$ cat src/rtl/mole_game_core.sv
// Whack-a-mole engine: LFSR mole patterns, keypad scoring, combo/fever mode, round timer.
// Optional MOLE_MISS_PENALTY_EN: a miss in PLAY/FEVER also takes one point off the score (floored at 0).
module mole_game_core #(
  parameter int N_HOLES      = 8,
  parameter int SCORE_W      = 8,
  parameter int COMBO_W      = 4,
  parameter int TICK_DIV     = 25000000,
  parameter int GAME_TICKS   = 45,
  parameter int FEVER_COMBO  = 10,
  parameter int FEVER_ROUNDS = 3,
  parameter int HIT_PTS      = 1,
  parameter int FEVER_PTS    = 3
) (
  input  logic               clk,
  input  logic               RESET,
  input  logic               start,
  input  logic [N_HOLES-1:0] keypad,
  output logic [N_HOLES-1:0] mole,
  output logic [SCORE_W-1:0] score,
  output logic [COMBO_W-1:0] combo,
  output logic [7:0]         timer,
  output logic               fever,
  output logic               game_over,
  output logic               hit,
  output logic               miss
);

  localparam int TICK_W = $clog2(TICK_DIV);
  localparam int FC_W   = $clog2(FEVER_ROUNDS + 1);
  localparam int HALF   = N_HOLES / 2;

  localparam logic [N_HOLES-1:0] LOW_MASK  = {{(N_HOLES-HALF){1'b0}}, {HALF{1'b1}}};
  localparam logic [N_HOLES-1:0] HIGH_MASK = ~LOW_MASK;
  localparam logic [TICK_W-1:0]  TICK_LAST = TICK_W'(TICK_DIV - 1);
  localparam logic [7:0]         TIMER_INIT = 8'(GAME_TICKS);

  typedef enum logic [1:0] {IDLE, PLAY, FEVER, OVER} state_t;

  state_t             state, state_n;
  logic [15:0]        lfsr;
  logic [TICK_W-1:0]  tick_cnt, tick_cnt_n;
  logic [FC_W-1:0]    fever_cnt, fever_cnt_n;
  logic [N_HOLES-1:0] key_prev;

  logic [N_HOLES-1:0] mole_n;
  logic [SCORE_W-1:0] score_n;
  logic [COMBO_W-1:0] combo_n;
  logic [7:0]         timer_n;
  logic               fever_n, game_over_n, hit_n, miss_n;

  logic [N_HOLES-1:0] pat, rise;
  logic               one_press, lit, tick_pulse, start_game, last_tick;
  logic [SCORE_W:0]   hit_sum, fever_sum;
  logic [COMBO_W:0]   combo_sum;
  logic [SCORE_W-1:0] score_hit, score_fever, score_miss;
  logic [COMBO_W-1:0] combo_inc;

  assign pat = (lfsr[N_HOLES-1:0] == '0) ? N_HOLES'(1) : lfsr[N_HOLES-1:0];

  // Exactly one new edge counts as a press; simultaneous edges are discarded.
  assign rise      = keypad & ~key_prev;
  assign one_press = (rise != '0) && ((rise & (rise - N_HOLES'(1))) == '0);
  assign lit       = (rise & mole) != '0;

  assign tick_pulse = (state != IDLE) && (tick_cnt == TICK_LAST);
  assign last_tick  = tick_pulse && (timer == 8'd1);
  assign start_game = ((state == IDLE) || (state == OVER)) && start;

  assign hit_sum     = {1'b0, score} + (SCORE_W+1)'(HIT_PTS);
  assign fever_sum   = {1'b0, score} + (SCORE_W+1)'(FEVER_PTS);
  assign combo_sum   = {1'b0, combo} + (COMBO_W+1)'(1);
  assign score_hit   = hit_sum[SCORE_W]   ? '1 : hit_sum[SCORE_W-1:0];
  assign score_fever = fever_sum[SCORE_W] ? '1 : fever_sum[SCORE_W-1:0];
  assign combo_inc   = combo_sum[COMBO_W] ? '1 : combo_sum[COMBO_W-1:0];

`ifdef MOLE_MISS_PENALTY_EN
  assign score_miss = (score == '0) ? '0 : score - SCORE_W'(1);
`else
  assign score_miss = score;
`endif

  always_comb begin
    // NOTE: every output of this block gets a default first so no path can infer a latch.
    state_n     = state;
    mole_n      = mole;
    score_n     = score;
    combo_n     = combo;
    timer_n     = timer;
    fever_n     = fever;
    game_over_n = game_over;
    fever_cnt_n = fever_cnt;
    hit_n       = 1'b0;
    miss_n      = 1'b0;

    if (state == IDLE || start_game) tick_cnt_n = '0;
    else if (tick_pulse)             tick_cnt_n = '0;
    else                             tick_cnt_n = tick_cnt + TICK_W'(1);

    unique case (state)
      IDLE: mole_n = '0;

      PLAY: begin
        if (one_press && lit) begin
          hit_n   = 1'b1;
          score_n = score_hit;
          combo_n = combo_inc;
          mole_n  = mole & ~rise;
        end else if (one_press) begin
          miss_n  = 1'b1;
          combo_n = '0;
          score_n = score_miss;
        end
        if (tick_pulse) begin
          timer_n = timer - 8'd1;
          mole_n  = pat;
        end
        // The final tick outranks a fever trigger on the same cycle.
        if (last_tick) begin
          state_n     = OVER;
          mole_n      = '0;
          fever_n     = 1'b0;
          game_over_n = 1'b1;
        end else if (combo_n >= COMBO_W'(FEVER_COMBO)) begin
          state_n     = FEVER;
          fever_cnt_n = '0;
          fever_n     = 1'b1;
          mole_n      = LOW_MASK;
        end
      end

      FEVER: begin
        if (one_press && lit) begin
          hit_n   = 1'b1;
          score_n = score_fever;
          combo_n = combo_inc;
          mole_n  = mole & ~rise;
        end else if (one_press) begin
          miss_n  = 1'b1;
          score_n = score_miss;
        end
        if (tick_pulse) begin
          timer_n     = timer - 8'd1;
          fever_cnt_n = fever_cnt + FC_W'(1);
          if (last_tick) begin
            state_n     = OVER;
            mole_n      = '0;
            fever_n     = 1'b0;
            game_over_n = 1'b1;
          end else if (fever_cnt_n == FC_W'(FEVER_ROUNDS)) begin
            state_n = PLAY;
            combo_n = '0;
            fever_n = 1'b0;
            mole_n  = pat;
          end else begin
            mole_n = fever_cnt_n[0] ? HIGH_MASK : LOW_MASK;
          end
        end
      end

      OVER: begin
        if (tick_pulse) mole_n = (mole == '0) ? '1 : '0;
      end

      default: state_n = IDLE;
    endcase

    if (start_game) begin
      state_n     = PLAY;
      mole_n      = pat;
      score_n     = '0;
      combo_n     = '0;
      timer_n     = TIMER_INIT;
      fever_n     = 1'b0;
      game_over_n = 1'b0;
    end
  end

  // NOTE: all state updates use non-blocking assignments so every register sees pre-edge values.
  always_ff @(posedge clk) begin
    lfsr     <= RESET ? 16'hACE1 : {lfsr[14:0], lfsr[15] ^ lfsr[13] ^ lfsr[12] ^ lfsr[10]};
    key_prev <= keypad;
    if (RESET) begin
      state     <= IDLE;
      tick_cnt  <= '0;
      fever_cnt <= '0;
      mole      <= '0;
      score     <= '0;
      combo     <= '0;
      timer     <= TIMER_INIT;
      fever     <= 1'b0;
      game_over <= 1'b0;
      hit       <= 1'b0;
      miss      <= 1'b0;
    end else begin
      state     <= state_n;
      tick_cnt  <= tick_cnt_n;
      fever_cnt <= fever_cnt_n;
      mole      <= mole_n;
      score     <= score_n;
      combo     <= combo_n;
      timer     <= timer_n;
      fever     <= fever_n;
      game_over <= game_over_n;
      hit       <= hit_n;
      miss      <= miss_n;
    end
  end

endmodule

$ cat config.mk
export PLATFORM = sky130hd
export DESIGN_NAME = mole_game_core
export DESIGN_NICKNAME = d
export VERILOG_FILES = /design/src/rtl/mole_game_core.sv
export SDC_FILE = /design/constraint.sdc
export NUM_CORES = 1
export LEC_CHECK = 0
export CAP_MARGIN = 10
export CORE_UTILIZATION = 52
export DETAILED_ROUTE_END_ITERATION = 10
export PLACE_DENSITY = 0.79
export SYNTH_ARGS = -nofsm -noshare
export SYNTH_HDL_FRONTEND = slang
export SYNTH_SLANG_ARGS = --single-unit
$ cat constraint.sdc
create_clock -name clk -period 2.14 [get_ports clk]
set_input_delay 0.321 -clock clk [delete_from_list [all_inputs] [get_ports clk]]
set_output_delay 0.321 -clock clk [all_outputs]
set_load 0.05 [all_outputs]
==> flow_summary.yaml, run 1 <==
grt:
  grt_use_total: 0.2995
  grt_use_met2: 0.5223
  met1_usage: 0.3538
  grtUsageMet3: 0.04428
  grt_first_pass_wirelength_mm: 20.79
  top_usage_layer: "met2"
  grt_antenna_before_repair: 0
  first_global_vias: 4461
  grt_overflow: 0
  grt_max_degree: 26
critical_path:
  crit_slowest_cell: "or4_1"
  path_cells: "nor2b_1 -> buf_4 -> a22o_1 -> or4_4 -> o211ai_1 -> buf_4 -> o22a_4 -> o21a_1 -> or4_1 -> a21oi_1"
  setup.worst_path.start_class: "register"
  r2r-end: "fever_cnt[0]"
  worstPathMaxFanout: 5
  path_depth: 10
  critPathLaunch: "key_prev[4]"
  worstSetupPathType: "register to register"
  cpPeakStageDelay_ns: 0.48
  r2r_start: "key_prev[4]"
  critPathTopFamily: "compound AO/OA/AOI/OAI gates"
  path_buf_inv: 2
  end_kind: "register"
  worstPathRequired_ns: 2.44
  rrSetupSlack_ns: -0.31
  cp_data_arrival_time_ns: 2.75
  cp_common_cell: "buf_4"
  r2r_cells: 10
run_status:
  violations: "negative setup slack"
  status: "finished with violations"
drt:
  drt_iter0_drc: 247
  wirelength_mm: 13.54
  viasPerCell: 5.840
  avgRoutedWirePerCell_um: 17.10
  via_count: 4625
  drc: 0
  drtAntennaViolNets: 0
  detail_route.first_pass.iterations: 5
pwr:
  ir_worst_vdd_mv: 0.3121
  power.density_mw_per_mm2: 504.0
  total_power_mw: 3.277
  power_leakage_nw: 2.451
clock_tree:
  htree_levels: 3
  clock_sinks: 85
  clockBufferDepth: 2
  cts_root_buffer: "clkbuf_8"
  hold_buffers: 0
  clock_latency_ns: 0.37
  clkSlewWorstSetupHoldPaths_ns: 0.10
  cts_buffers: 9
  cts_tree: "yes"
worst_hold_path:
  hold_depth: 1
  min_path_type: "input port to register"
  hp-start: "keypad[6]"
  min_to: "key_prev[6]"
finish:
  area_growth_pct: 46.64
  design_area_mm2: 0.006502
  diodes: 0
  layout-drive-gt1-share: 0.3726
  num-nets-final: 705
placement:
  io_buffer_count: 42
  post-dp-hpwl_mm: 9.206
  place_area_mm2: 0.005796
  gp_congestion: 0.9375
synthesis:
  synth_seq_cells: 85
  async_flop_share: 0
  syn-num-nets: 542
  synth_common_cells: "85 x dfxtp_1, 64 x nor2_1, 41 x nand2_1"
  yosys_warnings: 0
  seq_area_frac_synth: 0.3837
  synth-main-ff-cell: "dfxtp_1"
  synth_edf_count: 0
  synth_area_mm2: 0.004434
  syn_area_per_cell_um2: 8.544
  ys_types: 68
  synth_area_leaders: "dfxtp_1 38%, nor2_1 5.4%, xor2_1 4.0%, nand2_1 3.5%, ha_1 3.4%"
  synthMostInstantiatedCell: "dfxtp_1"
  yosys.area.top_type: "dfxtp_1"
  synth_top_area_share: 0.3837
  synthCells: 519
floorplan:
  core_mm2: 0.008217
  die_height_um: 94.35
  row_count: 33
  dieArea_mm2: 0.008901
  ios: 43
  initial_core_util: 0.5397
  die_w_um: 94.35
timing:
  worst_slack_ns: -0.3071
  min_period_ns: 2.447
  finalSetupViolCount: 25
  tightest_slew_ns: 0.6454
  hold_slack_ns: 0.1917
  fmax_mhz: 408.6
  slew_headroom: 0.5682
  slew_viol_final: 0
  finalHoldViolations: 0
  tns_ns: -3.738
  clock_skew_ns: 0.01141
  rsz0062_at_grt: "yes"
  post-route-period-util: 1.144
job:
  drv_cap: 0
==> cell type report <==
| type | instances | area [µm²] |
|---|---|---|
| timing repair buffer | 171 | 1421 |
| inverter | 17 | 63.81 |
| sequential | 85 | 1745 |
| multi-input combinational | 398 | 2952 |
| fill | 513 | 1714 |
| tap | 105 | 131.4 |
| clock buffer | 9 | 123.9 |
| clock inverter | 7 | 65.06 |
==> logic make-up after synthesis <==
family                     synth area share
adders and majority gates           0.03612
DFF                                  0.3837
and+or+nand+nor                      0.2875
xor gates and xnor gates            0.06123
muxes                              0.004515
buffers and inverters               0.03499
AOI/OAI and AO/OA                    0.1919
==> layer usage <==
layer	vias to the layer above	wire (µm)
li1	2193	-
met1	2183	5488
met2	201	6837
met3	48	759
met4	0	458
met5	-	0
==> power breakdown <==
part	switching, mW	internal [mW]
combinational	0.252	0.220
clock	0.696	0.455
sequential	0.0337	1.62
total	0.982	2.30
==> repair_timing <==
item | CTS | global route
setup buffers | 16 | 6
endpoints found under the hold margin | 0 | 0
pin swaps | 32 | 13
gates resized for setup | 58 | 32
endpoints found under the setup margin | 27 | 38
==> registers in the layout (all words and copies together), names as in the netlist <==
| signal | cells |
|---|---|
| score | 8 |
| tick_cnt | 25 |
| timer | 8 |
| key_prev | 8 |
| fever_cnt | 2 |
| hit | 1 |
| fever | 1 |
| game_over | 1 |
| lfsr | 16 |
| mole | 8 |
| state | 2 |
| combo | 4 |
| miss | 1 |
==> worst max-delay path by stage <==
stage                              end
after global placement         mole[5]
after floorplan                mole[6]
after detailed placement  fever_cnt[0]
after CTS                 fever_cnt[0]
final                     fever_cnt[0]
after global routing      fever_cnt[0]
==> cell usage in the layout, fill, tap and decap left out, types with 4 or more instances in the layout <==
cell	n
nand3_1	18
buf_4	120
a21oi_1	22
clkbuf_8	9
inv_6	4
a21oi_2	7
and3_1	7
xor2_1	20
nor2b_1	12
inv_1	16
nand2b_1	7
nand4_1	8
dlygate4sd2_1	8
a31oi_1	5
dfxtp_1	58
nand2b_4	4
nand2_1	38
o21ai_1	5
o21a_1	10
dfxtp_4	4
o211ai_1	18
nor2_1	60
nor2_2	4
or2_2	9
nor4_1	4
xnor2_1	10
nor3_1	6
nor4_4	7
or3_1	5
ha_1	9
a211oi_1	4
o21ai_0	13
buf_6	8
clkdlybuf4s50_1	34
dfxtp_2	23
==> stage by stage <==
| step | setup slack [ns] | std cells | util |
|---|---|---|---|
| after floorplan | -0.04038 | 519 | - |
| after global placement | -0.6501 | 756 | 0.7053 |
| after detailed placement | -0.6978 | 756 | 0.7053 |
| after CTS | -0.1862 | 787 | 0.7704 |
| after global routing | -0.4088 | 792 | 0.7914 |
| final | -0.3071 | 792 | 0.7914 |
No activity file was read; power rests on OpenSTA's default activity.
==> inputs of run 2 (changes only) <==
- CTS_CLUSTER_DIAMETER: default -> 80
==> results of run 2 <==
Same layout as run 1: the final DEF is identical, and so are final timing and power.
==> inputs of run 3 (changes only) <==
- SLEW_MARGIN: default -> 15
- TNS_END_PERCENT: default -> 10
==> flow_summary.yaml, run 3 (synthesis gave the netlist of run 1 again) <==
run_status:
  status: "finished with violations"
  violations: "negative setup slack"
floorplan:
  core_mm2: 0.008217
  die_w_um: 94.35
  initial_core_util: 0.5397
  dieArea_mm2: 0.008901
  die_height_um: 94.35
  row_count: 33
  ios: 43
critical_path:
  r2r-end: "combo[1]"
  path_buf_inv: 2
  r2r_start: "tick_cnt[1]"
  path_cells: "clkdlybuf4s50_1 -> nor2b_4 -> a22o_1 -> or4_4 -> buf_4 -> and3_1 -> a31o_1 -> o311a_1 -> nor2_1"
  end_kind: "register"
  cpPeakStageDelay_ns: 0.53
  worstPathRequired_ns: 2.44
  critPathLaunch: "keypad[1]"
  crit_slowest_cell: "or4_4"
  rrSetupSlack_ns: -0.21
  worstPathMaxFanout: 3
  path_depth: 9
  cp_data_arrival_time_ns: 2.66
  critPathTopFamily: "simple AND/OR/NAND/NOR gates"
  worstSetupPathType: "input port to register"
  r2r_cells: 10
  setup.worst_path.start_class: "input port"
pwr:
  seq_power_share: 0.489
  p_clk_frac: 0.381
  power.density_mw_per_mm2: 536.1
  switchingPower_uw: 897.4
  power_leakage_nw: 2.401
  swShare: 0.2652
  ir_worst_vdd_mv: 0.3601
  total_power_mw: 3.384
  p_comb_frac: 0.130
  p_int_mw: 2.486
worst_hold_path:
  hp-start: "keypad[7]"
  hold_depth: 1
  min_to: "key_prev[7]"
  min_path_type: "input port to register"
drt:
  detail_route.first_pass.iterations: 6
  drtAntennaViolNets: 0
  avgRoutedWirePerCell_um: 16.39
  met1Wirelength_mm: 5.549
  wirelength_mm: 12.70
  drc: 0
  top_layer: "met4"
  via_count: 4440
  drt_iter0_drc: 266
  viasPerCell: 5.729
  wl_met2_mm: 6.219
  met3_wirelength_um: 704
timing:
  rsz0062_at_grt: "yes"
  fmax_mhz: 423.5
  slew_viol_final: 0
  finalHoldViolations: 0
  tightest_slew_ns: 0.5153
  slew_headroom: 0.6554
  finalSetupViolCount: 19
  min_period_ns: 2.361
  post-route-period-util: 1.103
  worst_slack_ns: -0.2213
  hold_slack_ns: 0.1031
  clock_skew_ns: 0.01225
placement:
  gp_congestion: 1.001
  post-dp-hpwl_mm: 9.060
  place_inst: 750
  io_buffer_count: 42
finish:
  largestRegisters: "tick_cnt x25, lfsr x16"
  layout-drive-gt1-share: 0.3343
  largest_reg_flops: 25
  seqCellArea_mm2: 0.001725
  area_growth_pct: 42.35
  fin_cells: 775
  final_common_cell: "buf_4"
  regMostFlops: "tick_cnt"
  fillers: 582
  multi_input_area_mm2: 0.002883
  num-nets-final: 688
  diodes: 0
  layout_common_cells: "109 x buf_4, 66 x dfxtp_1, 60 x nor2_1"
job:
  drv_cap: 0
clock_tree:
  clock_latency_ns: 0.36
  clockBufferDepth: 2
  cts_tree: "yes"
  cts_root_buffer: "clkbuf_8"
  cts_buffers: 9
  htree_levels: 3
  clkSlewWorstSetupHoldPaths_ns: 0.09
  clock_sinks: 85
grt:
  grt_use_total: 0.2782
  grt_first_pass_wirelength_mm: 19.12
  grt_overflow: 0
  grt_antenna_before_repair: 0
  first_global_vias: 4015
  grt_max_degree: 30
-- run 3: power groups by stage --
stage	registers, mW	logic, mW	clock network [mW]
after floorplan	1.71	0.190	0
after global placement	1.69	0.372	0
after detailed placement	1.69	0.379	0
after CTS	1.65	0.402	1.30
after global routing	1.66	0.467	1.38
final	1.65	0.442	1.29
-- run 3: layer usage --
metal | vias to the layer above | track usage
met2 | 167 | 0.4674
li1 | 2159 | -
met4 | 0 | 0.08846
met3 | 27 | 0.05958
met5 | - | 0
met1 | 2087 | 0.3544
-- run 3: timing repair --
action,CTS,global route
hold buffers,0,0
pin swaps,9,15
gates resized for setup,30,38
endpoints found under the setup margin,27,53
setup buffers,0,9
hold endpoints to repair,0,0
-- run 3: layout make-up --
class | count | area share
inverters | 17 | 0.01011
clock buffers | 9 | 0.01962
well taps | 105 | 0.02081
multi-input cells | 398 | 0.4567
flip-flops and latches | 85 | 0.2733
clock inverters | 7 | 0.01566
repair buffers | 154 | 0.2038
-- run 3: metrics by stage --
step	setup TNS (ns)	utilization	area [µm²]	worst slack (ns)
CTS	-1.933	0.7401	6081	-0.2045
global placement	-12.88	0.6973	5729	-0.6038
floorplan	-0.5340	-	4487	-0.05975
finish	-2.518	0.7682	6312	-0.2213
detailed placement	-14.84	0.6973	5729	-0.6619
global route	-5.195	0.7682	6312	-0.3287
-- run 3: worst max path at each step --
stage	to	slack, ns
4_1_cts	fever_cnt[0]	-0.20
6_report	combo[2]	-0.22
3_3_place_gp	mole[0]	-0.60
2_1_floorplan	mole[3]	-0.06
3_5_place_dp	score[5]	-0.66
5_1_grt	combo[0]	-0.33
